$ cat src/rtl/fetch_stage.sv
// Instruction fetch stage with a one-entry hold buffer for stalls.
// Optional HALT-opcode detection is compiled in by defining FETCH_HALT_DETECT_EN.
module fetch_stage #(
    parameter logic [31:0] PC_INIT = 32'h0000_0000
) (
    input  logic        CLK,
    input  logic        RST,
    input  logic        ihit,
    input  logic [31:0] imemload,
    output logic        iREN,
    output logic [31:0] imemaddr,
    input  logic        stall,
    input  logic        redirect,
    input  logic [31:0] redirect_pc,
    output logic        if_valid,
    output logic [31:0] if_imemload,
    output logic [31:0] if_pc,
    output logic [31:0] if_pc4,
    output logic        halt_fetched,
    output logic [1:0]  o_dbg_state,
    output logic        o_dbg_buf_valid
);

    // Handshake: a word is accepted from memory on an edge where iREN=1 and ihit=1;
    // the IF/ID latch takes the outputs on every edge where stall=0, redirect wins over both.
    typedef enum logic [1:0] {
        FETCH  = 2'd0,
        HOLD   = 2'd1,
        HALTED = 2'd2
    } state_t;

    state_t      r_state;
    state_t      w_state_nxt;
    logic [31:0] r_pc;
    logic [31:0] w_pc_nxt;
    logic [31:0] w_pc_plus4;
    logic        r_valid;
    logic [31:0] r_instr;
    logic [31:0] r_ipc;
    logic [31:0] r_ipc4;
    logic        r_buf_valid;
    logic [31:0] r_buf_instr;
    logic [31:0] r_buf_pc;
    logic [31:0] r_buf_pc4;
    logic        w_deliver;
    logic        w_bubble;
    logic        w_buf_load;
    logic        w_buf_clr;
    logic [31:0] w_dlv_instr;
    logic [31:0] w_dlv_pc;
    logic [31:0] w_dlv_pc4;
    logic        w_halt_op;

    assign w_pc_plus4 = r_pc + 32'd4;

    always_ff @(posedge CLK or posedge RST) begin
        if (RST) begin
            r_state <= FETCH;
        end else begin
            r_state <= w_state_nxt;
        end
    end

    always_comb begin
        w_state_nxt = r_state;
        w_pc_nxt    = r_pc;
        w_deliver   = 1'b0;
        w_bubble    = 1'b0;
        w_buf_load  = 1'b0;
        w_buf_clr   = 1'b0;
        w_dlv_instr = imemload;
        w_dlv_pc    = r_pc;
        w_dlv_pc4   = w_pc_plus4;
        if (r_state == HOLD) begin
            w_dlv_instr = r_buf_instr;
            w_dlv_pc    = r_buf_pc;
            w_dlv_pc4   = r_buf_pc4;
        end
        if (redirect) begin
            w_state_nxt = FETCH;
            w_pc_nxt    = redirect_pc;
            w_buf_clr   = 1'b1;
        end else begin
            case (r_state)
                FETCH: begin
                    if (ihit) begin
                        w_pc_nxt = w_pc_plus4;
                        if (stall) begin
                            w_buf_load  = 1'b1;
                            w_state_nxt = HOLD;
                        end else begin
                            w_deliver = 1'b1;
                            if (w_halt_op) begin
                                w_state_nxt = HALTED;
                            end
                        end
                    end else if (!stall) begin
                        w_bubble = 1'b1;
                    end
                end
                HOLD: begin
                    if (!stall) begin
                        w_deliver   = 1'b1;
                        w_buf_clr   = 1'b1;
                        w_state_nxt = w_halt_op ? HALTED : FETCH;
                    end
                end
                HALTED: begin
                    if (!stall) begin
                        w_bubble = 1'b1;
                    end
                end
                default: w_state_nxt = FETCH;
            endcase
        end
    end

    always_ff @(posedge CLK or posedge RST) begin
        if (RST) begin
            r_pc        <= PC_INIT;
            r_valid     <= 1'b0;
            r_instr     <= 32'd0;
            r_ipc       <= 32'd0;
            r_ipc4      <= 32'd0;
            r_buf_valid <= 1'b0;
            r_buf_instr <= 32'd0;
            r_buf_pc    <= 32'd0;
            r_buf_pc4   <= 32'd0;
        end else begin
            r_pc <= w_pc_nxt;
            if (redirect || w_bubble) begin
                r_valid <= 1'b0;
            end else if (w_deliver) begin
                r_valid <= 1'b1;
                r_instr <= w_dlv_instr;
                r_ipc   <= w_dlv_pc;
                r_ipc4  <= w_dlv_pc4;
            end
            if (w_buf_load) begin
                r_buf_valid <= 1'b1;
                r_buf_instr <= imemload;
                r_buf_pc    <= r_pc;
                r_buf_pc4   <= w_pc_plus4;
            end else if (w_buf_clr) begin
                r_buf_valid <= 1'b0;
            end
        end
    end

`ifdef FETCH_HALT_DETECT_EN
    logic r_halt;

    assign w_halt_op = (w_dlv_instr[31:26] == 6'h3F);

    always_ff @(posedge CLK or posedge RST) begin
        if (RST) begin
            r_halt <= 1'b0;
        end else if (redirect) begin
            r_halt <= 1'b0;
        end else if (w_deliver && w_halt_op) begin
            r_halt <= 1'b1;
        end
    end

    assign halt_fetched = r_halt;
`else
    assign w_halt_op    = 1'b0;
    assign halt_fetched = 1'b0;
`endif

    assign iREN            = (r_state == FETCH) && !redirect;
    assign imemaddr        = r_pc;
    assign if_valid        = r_valid;
    assign if_imemload     = r_instr;
    assign if_pc           = r_ipc;
    assign if_pc4          = r_ipc4;
    assign o_dbg_state     = r_state;
    assign o_dbg_buf_valid = r_buf_valid;

endmodule

$ cat config.mk
export PLATFORM = sky130hd
export DESIGN_NAME = fetch_stage
export DESIGN_NICKNAME = d
export VERILOG_FILES = /design/src/rtl/fetch_stage.sv
export SDC_FILE = /design/constraint.sdc
export NUM_CORES = 1
export LEC_CHECK = 0
export ABC_AREA = 1
export CAP_MARGIN = 10
export CELL_PAD_IN_SITES_DETAIL_PLACEMENT = 1
export CELL_PAD_IN_SITES_GLOBAL_PLACEMENT = 1
export CORE_MARGIN = 3
export CORE_UTILIZATION = 41
export DETAILED_ROUTE_END_ITERATION = 10
export PLACE_DENSITY_LB_ADDON = 0.1
export SKIP_LAST_GASP = 1
export SLEW_MARGIN = 20
export SYNTH_ARGS = -nofsm -noshare
export SYNTH_HDL_FRONTEND = slang
export SYNTH_SLANG_ARGS = --single-unit
$ cat constraint.sdc
create_clock -name CLK -period 11.71 [get_ports CLK]
set_input_delay 2.342 -clock CLK [delete_from_list [all_inputs] [get_ports CLK]]
set_output_delay 2.342 -clock CLK [all_outputs]
set_load 0.005 [all_outputs]
==> flow_summary_export.csv <==
group,metric,value,unit
power,p_leak,6.009,nW
clock_network,cts-root-buf,"clkbuf_16",
route,drc,0,
floorplanning,dieWidth,163.9,µm
min_path,min-delay-path-class,"register to register",
route,first_iter_violations,682,
setup_path,r2r_setup_slack,8.96,ns
layout,nNetsFinal,1499,
clock_network,cts_hold_buf,0,
synth,synth_area_leaders,"dfrtp_1, nand2_1, nor2_1, a31oi_1, o21ai_0",
sta,rsz0062_at_grt,"no",
job,max_cap_viol_count,0,
clock_network,post_cts_buffers,0,
synth,ys.flop_type,"dfrtp_1",
floorplanning,dieArea,26850,µm²
route,ant_nets,0,
clock_network,numCtsBuffers,25,
route,vias_per_cell,5.220,
synth,yosysTopAreaCell,"dfrtp_1",
grt,antenna_found_initial,0,
synth,synth.distinct_cells,33,
sta,setup_tns,0,ns
sta,worst_slew_pin_slew,1.046,ns
setup_path,reg2reg_from,"o_dbg_state[0]$_DFFE_PP0P_",
clock_network,cts_tree,"done",
setup_path,start_kind,"primary input",
synth,synth.avg_cell_area,8.045,µm²
setup_path,critPathCaptureType,"output pin",
layout,area_delta_synth_final,28.44,%
synth,synth-seq-cells,223,
grt,grt_pass1_vias,9456,
sta,setup_viol,0,
setup_path,critPathMaxFanout,39,
floorplanning,ios,203,
synth,syn_inst,1270,
layout,final_common_cell,"nand2_1",
grt,grt_max_degree,112,
placed_design,routabilityCongestion,0.8508,
placed_design,numPortBuffers,200,
synth,synth.yosys.seq_area_share,54.62,%
route,wl_per_cell,18.77,µm
min_path,hold_depth,2,
clock_network,htreeDepth,1,
synth,ys_warn_count,0,
clock_network,cts_resized,0,
floorplanning,die_y,163.9,µm
layout,fin_cells,1771,
setup_path,critical_path_required,9.37,ns
layout,fill_cells,2936,
floorplanning,std_cell_rows,57,
sta,period_minus_slack,6.174,ns
sta,timing.final.crit_share,52.73,%
setup_path,r2r-end,"if_pc4[2]$_DFFE_PP0P_",
setup_path,arrival,3.83,ns
clock_network,clock_latency,0.52,ns
grt,overflow,0,
placed_design,dp_hpwl,21960,µm
synth,ys_async_sr_fraction,100.0,%
sta,drv_slew,0,
synth,syn_area,10220,µm²
layout,layout-drive-gt1-share,4.838,%
setup_path,cp-endpoint,"iREN",
setup_path,crit_start,"redirect",
floorplanning,initial_core_util,41.89,%
sta,fin_skew,0.008970,ns
clock_network,cts_buffer_depth,3,
sta,maxSlewHeadroom,29.85,%
placed_design,place_inst,1726,
power,peakVddDrop,118.2,µV
route,dr.pass1.iters,4,
setup_path,reg2regPathDepth,5,
clock_network,path_clk_slew,0.06,ns
grt,grt_usage,24.90,%
layout,antenna_cells,0,
sta,fin_hold_ws,0.4786,ns
sta,finalHoldViolCount,0,
setup_path,critPathKind,"primary input to output pin",
synth,synth-edff-count,0,
power,power.density,172.7,nW/µm²
run_status,status,"completed",
clock_network,cts_sinks,223,
layout,final_cell_mix,"nand2_1, dfrtp_1, clkdlybuf4s50_1",
route,totalWireLength,33250,µm
synth,synth_top_area_share,54.62,%
floorplanning,core,24390,µm²
grt,grt_pass1_wl,53180,µm
sta,fmax,0.1620,GHz
route,routed-via-count,9245,
-- through the flow --
stage	worst slack [ns]	cell area [µm²]	power [mW]	util [%]
6_report	5.536	13120	2.266	53.80
5_1_grt	5.458	13120	2.393	53.80
4_1_cts	5.531	13120	2.290	53.79
3_5_place_dp	5.541	12310	1.497	50.47
3_3_place_gp	5.593	12310	1.479	50.47
2_1_floorplan	3.262	10220	1.219	-
-- routing by layer --
metal | up-vias | track usage (%) | share of wire (%) | wire [µm]
met5 | - | 0 | 0 | 0
met4 | 0 | 4.960 | 1.6 | 527
met3 | 38 | 3.783 | 5.5 | 1837
met2 | 251 | 38.40 | 44 | 14790
met1 | 4562 | 37.50 | 48 | 16090
li1 | 4394 | - | - | -
-- flip-flops by register name, indices dropped and copies added (netlist names) --
| register | count |
|---|---|
| r_buf_instr | 32 |
| if_valid | 1 |
| if_imemload | 32 |
| o_dbg_buf_valid | 1 |
| o_dbg_state | 1 |
| r_buf_pc | 32 |
| r_buf_pc4 | 30 |
| if_pc4 | 30 |
| imemaddr | 32 |
| if_pc | 32 |
-- worst min path at each step --
stage	start	end	slack [ns]
final	r_buf_instr[10]$_DFFE_PP0P_	r_buf_instr[10]$_DFFE_PP0P_	0.48
after global routing	r_buf_instr[15]$_DFFE_PP0P_	r_buf_instr[15]$_DFFE_PP0P_	0.50
after CTS	r_buf_instr[28]$_DFFE_PP0P_	r_buf_instr[28]$_DFFE_PP0P_	0.48
after detailed placement	r_buf_instr[19]$_DFFE_PP0P_	r_buf_instr[19]$_DFFE_PP0P_	0.46
after global placement	r_buf_instr[19]$_DFFE_PP0P_	r_buf_instr[19]$_DFFE_PP0P_	0.46
after floorplan	r_buf_pc4[2]$_DFFE_PP0P_	r_buf_pc4[2]$_DFFE_PP0P_	0.45
-- report_power, final --
| group | internal (mW) | total (mW) | switching, mW |
|---|---|---|---|
| registers | 0.912 | 1.02 | 0.104 |
| clock network | 0.468 | 0.781 | 0.313 |
| logic | 0.243 | 0.468 | 0.226 |
| total | 1.62 | 2.27 | 0.643 |
-- cell usage after synthesis (2+ instances only) --
cell type,number
buf_1,2
a21oi_1,35
buf_4,18
nand2_2,4
clkbuf_1,27
nor2_4,7
nand2_1,509
inv_2,3
buf_2,30
nand4_1,2
inv_1,58
o21ai_1,6
nor2_2,4
nand3_1,52
a31oi_1,65
o211ai_1,15
nand2_4,2
dfrtp_1,223
o22ai_1,4
o21ai_0,65
xor2_1,7
nor2_1,121
-- cell type report --
class                      instances  area [µm²]  area share (%)
sequential                       223        5584           42.55
multi-input combinational        909        4011           30.57
timing repair buffer             209        2073           15.80
clock buffer                      38       724.4           5.521
tap                              324       405.4           3.089
inverter                          61       239.0           1.821
clock inverter                     7       85.08          0.6484
-- kinds of logic after synthesis --
| group | count (synthesis) | synth area share [%] |
|---|---|---|
| AOI/OAI and AO/OA | 194 | 10.85 |
| xor gates and xnor gates | 8 | 0.6858 |
| adders and majority gates | 1 | 0.1224 |
| buffers and inverters | 139 | 6.209 |
| DFF | 223 | 54.62 |
| other | 1 | 0.03670 |
| and+or+nand+nor | 704 | 27.48 |
-- critical path, stage by stage --
cell and delay, ns:
clkdlybuf4s50_1 0.46, buf_4 0.42, nor2_1 0.12, clkdlybuf4s50_1 0.48
Note: power is estimated with default switching activity, not from simulation.
